===== src/rtl/arb2_cfu.sv =====
// arb2_cfu -- two-initiator, one-target CFU-L2 request arbiter.
//
// Two CPU-side requesters (i0, i1) share one stateful CFU-L2 target.
// Request path: round-robin grant with a hold-until-accepted lock, zero
// added latency. Every accepted request pushes its initiator ID into an
// in-order FIFO. The target returns responses in request order, so the
// FIFO head steers each response back to its initiator.
//
// Handshake rule (all channels): a transfer happens on a rising clk edge
// where valid and ready are both 1. Once a valid is raised it is held, with
// its payload stable, until that transfer happens.
//
// Ports:
//   clk, rst                    clock, synchronous active-high reset
//   iN_req_valid/ready          initiator N request handshake
//   iN_req_cfu/state/func/insn/data0/data1   initiator N request payload
//   iN_resp_valid/ready         initiator N response handshake
//   iN_resp_status/data         initiator N response payload
//   t_req_valid/ready           target request handshake
//   t_req_cfu/state/func/insn/data0/data1    target request payload
//   t_resp_valid/ready          target response handshake
//   t_resp_status/data          target response payload
//   dbg_fifo_count              number of requests in flight
//   dbg_lock                    grant currently held for an unaccepted request
//
// When INSN_W is 0 the insn field is absent: the insn ports are one bit
// wide, the inputs are ignored and t_req_insn is driven to 0.

module arb2_cfu #(
  parameter int CFU_ID_W     = 16,
  parameter int STATE_ID_W   = 1,
  parameter int FUNC_ID_W    = 10,
  parameter int INSN_W       = 0,
  parameter int DATA_W       = 32,
  parameter int MAX_INFLIGHT = 4,
  localparam int INSN_PW     = (INSN_W > 0) ? INSN_W : 1,
  localparam int PTR_W       = $clog2(MAX_INFLIGHT),
  localparam int CNT_W       = PTR_W + 1
) (
  input  logic                  clk,
  input  logic                  rst,

  input  logic                  i0_req_valid,
  output logic                  i0_req_ready,
  input  logic [CFU_ID_W-1:0]   i0_req_cfu,
  input  logic [STATE_ID_W-1:0] i0_req_state,
  input  logic [FUNC_ID_W-1:0]  i0_req_func,
  input  logic [INSN_PW-1:0]    i0_req_insn,
  input  logic [DATA_W-1:0]     i0_req_data0,
  input  logic [DATA_W-1:0]     i0_req_data1,
  output logic                  i0_resp_valid,
  input  logic                  i0_resp_ready,
  output logic [2:0]            i0_resp_status,
  output logic [DATA_W-1:0]     i0_resp_data,

  input  logic                  i1_req_valid,
  output logic                  i1_req_ready,
  input  logic [CFU_ID_W-1:0]   i1_req_cfu,
  input  logic [STATE_ID_W-1:0] i1_req_state,
  input  logic [FUNC_ID_W-1:0]  i1_req_func,
  input  logic [INSN_PW-1:0]    i1_req_insn,
  input  logic [DATA_W-1:0]     i1_req_data0,
  input  logic [DATA_W-1:0]     i1_req_data1,
  output logic                  i1_resp_valid,
  input  logic                  i1_resp_ready,
  output logic [2:0]            i1_resp_status,
  output logic [DATA_W-1:0]     i1_resp_data,

  output logic                  t_req_valid,
  input  logic                  t_req_ready,
  output logic [CFU_ID_W-1:0]   t_req_cfu,
  output logic [STATE_ID_W-1:0] t_req_state,
  output logic [FUNC_ID_W-1:0]  t_req_func,
  output logic [INSN_PW-1:0]    t_req_insn,
  output logic [DATA_W-1:0]     t_req_data0,
  output logic [DATA_W-1:0]     t_req_data1,
  input  logic                  t_resp_valid,
  output logic                  t_resp_ready,
  input  logic [2:0]            t_resp_status,
  input  logic [DATA_W-1:0]     t_resp_data,

  output logic [CNT_W-1:0]      dbg_fifo_count,
  output logic                  dbg_lock
);

  // Arbitration state
  logic rr_next_q, rr_next_d;
  logic lock_q, lock_d;
  logic locked_id_q, locked_id_d;

  // Order FIFO: one initiator-ID bit per slot
  logic [MAX_INFLIGHT-1:0] id_mem_q;
  logic [PTR_W-1:0]        wr_ptr_q, wr_ptr_d;
  logic [PTR_W-1:0]        rd_ptr_q, rd_ptr_d;
  logic [CNT_W-1:0]        count_q, count_d;

  logic grant;
  logic granted_valid;
  logic fifo_full;
  logic fifo_empty;
  logic req_hs;
  logic resp_hs;
  logic head_id;
  logic route_ok;

  // ---------------------------------------------------------------------
  // Request path
  // ---------------------------------------------------------------------
  always_comb begin
    if (lock_q)                            grant = locked_id_q;
    else if (i0_req_valid && !i1_req_valid) grant = 1'b0;
    else if (i1_req_valid && !i0_req_valid) grant = 1'b1;
    else                                   grant = rr_next_q;
  end

  // Full is taken from the registered count only: a pop in the same cycle
  // does not open a slot until the next cycle, keeping ready free of any
  // combinational path from the response side.
  assign fifo_full  = (count_q == CNT_W'(MAX_INFLIGHT));
  assign fifo_empty = (count_q == '0);

  assign granted_valid = grant ? i1_req_valid : i0_req_valid;
  assign t_req_valid   = granted_valid & ~fifo_full & ~rst;
  assign i0_req_ready  = ~grant & t_req_ready & ~fifo_full & ~rst;
  assign i1_req_ready  =  grant & t_req_ready & ~fifo_full & ~rst;
  assign req_hs        = t_req_valid & t_req_ready;

  assign t_req_cfu   = grant ? i1_req_cfu   : i0_req_cfu;
  assign t_req_state = grant ? i1_req_state : i0_req_state;
  assign t_req_func  = grant ? i1_req_func  : i0_req_func;
  assign t_req_insn  = (INSN_W > 0) ? (grant ? i1_req_insn : i0_req_insn) : '0;
  assign t_req_data0 = grant ? i1_req_data0 : i0_req_data0;
  assign t_req_data1 = grant ? i1_req_data1 : i0_req_data1;

  // ---------------------------------------------------------------------
  // Response path
  // ---------------------------------------------------------------------
  assign head_id  = id_mem_q[rd_ptr_q];
  assign route_ok = ~fifo_empty & ~rst;

  assign i0_resp_valid  = route_ok & ~head_id & t_resp_valid;
  assign i1_resp_valid  = route_ok &  head_id & t_resp_valid;
  assign t_resp_ready   = route_ok & (head_id ? i1_resp_ready : i0_resp_ready);
  assign i0_resp_status = t_resp_status;
  assign i1_resp_status = t_resp_status;
  assign i0_resp_data   = t_resp_data;
  assign i1_resp_data   = t_resp_data;
  assign resp_hs        = t_resp_valid & t_resp_ready;

  // ---------------------------------------------------------------------
  // Next state
  // ---------------------------------------------------------------------
  always_comb begin
    rr_next_d   = rr_next_q;
    lock_d      = lock_q;
    locked_id_d = locked_id_q;
    if (req_hs) begin
      rr_next_d = ~grant;
      lock_d    = 1'b0;
    end else if (t_req_valid) begin
      // Offered but not taken: pin the grant so payload stays stable.
      lock_d      = 1'b1;
      locked_id_d = grant;
    end
  end

  // MAX_INFLIGHT is a power of two, so pointers wrap by overflow.
  always_comb begin
    wr_ptr_d = wr_ptr_q + PTR_W'(req_hs);
    rd_ptr_d = rd_ptr_q + PTR_W'(resp_hs);
    count_d  = count_q + CNT_W'(req_hs) - CNT_W'(resp_hs);
  end

  always_ff @(posedge clk) begin
    if (rst) begin
      rr_next_q   <= 1'b0;
      lock_q      <= 1'b0;
      locked_id_q <= 1'b0;
      wr_ptr_q    <= '0;
      rd_ptr_q    <= '0;
      count_q     <= '0;
    end else begin
      rr_next_q   <= rr_next_d;
      lock_q      <= lock_d;
      locked_id_q <= locked_id_d;
      wr_ptr_q    <= wr_ptr_d;
      rd_ptr_q    <= rd_ptr_d;
      count_q     <= count_d;
    end
  end

  // Slot contents need no reset: a slot is only read after being written.
  always_ff @(posedge clk) begin
    if (req_hs) id_mem_q[wr_ptr_q] <= grant;
  end

  assign dbg_fifo_count = count_q;
  assign dbg_lock       = lock_q;

`ifndef SYNTHESIS
  // A target response with nothing in flight is dropped; flag it.
  a_no_orphan_resp: assert property (@(posedge clk) disable iff (rst)
    !(t_resp_valid && fifo_empty));
`endif

endmodule


===== config.mk =====
export PLATFORM = sky130hd
export DESIGN_NAME = arb2_cfu
export DESIGN_NICKNAME = d
export VERILOG_FILES = /design/src/rtl/arb2_cfu.sv
export SDC_FILE = /design/constraint.sdc
export NUM_CORES = 1
export LEC_CHECK = 0
export BUFFER_PORTS_ARGS = -buffer_cell sky130_fd_sc_hd__buf_2
export CORE_AREA = 2 2 156 158
export CTS_CLUSTER_SIZE = 14
export DETAILED_ROUTE_END_ITERATION = 8
export DIE_AREA = 0 0 158 160
export PLACE_DENSITY = 0.48
export SLEW_MARGIN = 10
export SYNTH_ARGS = -nofsm -noshare
export SYNTH_HDL_FRONTEND = slang
export SYNTH_SLANG_ARGS = --single-unit

===== constraint.sdc =====
create_clock -name clk -period 2.95 [get_ports clk]
set_clock_uncertainty 0.2 [all_clocks]
set_input_delay 0.295 -clock clk [delete_from_list [all_inputs] [get_ports clk]]
set_output_delay 0.295 -clock clk [all_outputs]
set_load 0.02 [all_outputs]

==> run metrics <==
CTS Root Cell=clkbuf_16; library cells used by synthesis=33; reg2reg setup slack=100 ps; worst vdd ir=0.177 mV; Crit Path Max Fanout=4; WP data required=2880 ps; asr flop ratio synth=0%; Initial Util=9.91%; initial DRC count=39; f_max=351 MHz; Setup Viol. Count Final=0; Slew Limit Fails=0; MaxCap Viol Count=0; area grow syn2layout=61.0%; RePlAce Congestion=0.783; Synth Net Count=479; fraction of layout cells with a size suffix above 1=86.7%; Worst setup EP type=register; largest net degree at the start of global routing=33; RSZ-0062 raised after global routing=no; Cell Area, Placed=3700 um^2; Hold Path Class=input port to register; die area=25300 um^2; Worst Path Arrival=2780 ps; Slew headroom=62.6%; most used routing layer=met2; final hold violations=0; Clock Tree Buf Depth=2; # IOs=399; post-layout min period=2850 ps; Synth area leaders=mux2_2, buf_4, dfxtp_1; syn avg cell area=9.55 um^2; DR vias/cell=3.25; CTS tree=built; DRT Pass-1 Iters=4; startpoint types=register; number of H-tree levels=1; antenna violations before repair=1; Final Instance Area=3800 um^2; final net count=700; EDFF count, synth=4; fin crit share=96.5%; met1 global-route usage=9.16%; vias in the first global route=2491; Die Span Y=160 um; met3 Use GR=2.61%; post-synthesis sequential area ratio=13.6%; Num CTS Buffers=3; YS warnings=0; CTS sink count=14; Yosys reg bits=14; area leader, netlist=mux2_2; clock-pin transition on the worst setup and hold timing paths=50 ps; Setup Crit Path Kind=register to register; antenna-violating nets left=0; die width=158 um; FP Rows=57; share of the synthesized area in the top cell type=43.4%; grt ovf=0; Gate Count Post-Synth=247; most frequent cells in the layout=buf_2, mux2_2, nor2_1, buf_4, dfxtp_1; post-route total power=1.81 mW; hpwl dp=8590 um; clock latency on the worst-skew pair=240 ps; IO buf count=290; status=complete, no violations; Setup Total Neg Slack=0 ps; drc violations=0; core area=23800 um^2; Power Density=476 nW/um^2; n_diodes=0; Total Routed Length=9600 um; Slew @ Worst Pin=548 ps; first-pass GRT wire length=13600 um; overall global routing resource usage=6.89%; via count=2568; routing usage on met2=11.1%; Main synth FF type=dfxtp_1; Leak=1.93 nW; routed length per placed instance=12.1 um; Synth Cell Area=2360 um^2; commonest non-fill, non-tap cell in the layout=buf_2
-- worst max-delay path, cell delays in order, from the launching register on --
cell	delay, ps
dfxtp_2	330
nor3b_2	180
or3b_4	400
or3_4	380
ha_1	290
inv_1	60
ha_1	130
inv_1	50
fa_1	360
xor2_1	180
xnor2_1	130
nor2_1	50
-- cell usage after synthesis, types with 2 or more instances --
library cell and count:
mux2i_1 2, xnor2_1 3, ha_1 4, nor3_1 3, nor3b_2 2, buf_4 75
nor2_1 14, inv_1 5, buf_2 6, clkbuf_1 2, and3_1 2, edfxtp_1 4
nand2_1 3, dfxtp_1 10, mux2_2 91, nor2b_1 4
-- area by class of cell --
class | instances | area, um^2
clock buffers | 3 | 75.1
clock inverters | 1 | 3.75
fillers | 2725 | 20000
inverters | 6 | 23.8
multi-input cells | 143 | 1420
flip-flops and latches | 14 | 324
well taps | 324 | 405
repair buffers | 300 | 1550
-- layer usage --
layer / routed length (um) / up-vias
li1: - / 1227
met1: 4030 / 1123
met2: 4450 / 212
met3: 1100 / 6
met4: 19 / 0
met5: 0 / -
-- path summary, 6_finish.rpt --
check,startpoint,end,cells after the start
max,dbg_fifo_count[2],dbg_fifo_count[2],11
min,t_req_ready,dbg_lock,2
min reg2reg,locked_id_q,locked_id_q,2
max reg2reg,dbg_fifo_count[2],dbg_fifo_count[2],11
-- repair_timing --
action / in CTS / in global routing
setup buffers: 0 / 1
hold buffers: 0 / 0
endpoints found under the setup margin: 0 / 1
gates resized for setup: 0 / 2
-- where the power goes --
part / leakage, nW / internal, mW / switching, mW
sequential: 0.120 / 0.233 / 0.0266
clock: 0.0385 / 0.179 / 0.0762
combinational: 1.77 / 0.596 / 0.696
total: 1.93 / 1.01 / 0.799
-- state kept, by name, summed over array words and instances (netlist names) --
signal          count
id_mem_q            4
locked_id_q         1
rr_next_q           1
dbg_fifo_count      3
dbg_lock            1
wr_ptr_q            2
rd_ptr_q            2
-- logic make-up after synthesis --
kind of cell,count (synthesis),synth area share [%]
adder cells (fa/ha/maj),5,2.97
buffers and inverters,90,26.9
flip-flops,14,13.6
XOR/XNOR,4,1.48
other,1,0.159
AND/OR/NAND/NOR,33,7.58
AO/OA/AOI/OAI,6,2.07
multiplexers,94,45.2
-- per-stage QoR --
stage          instances  setup WS (ps)  util (%)  hold slack, ps
6_report             791            102      15.9            83.5
5_1_grt              791           4.30      15.9            99.0
4_1_cts              790           76.0      15.9            81.0
3_5_place_dp         786           82.0      15.5             331
3_3_place_gp         786           94.3      15.5             315
2_1_floorplan        247           33.5         -             159
No activity file was read; power rests on OpenSTA's default activity.
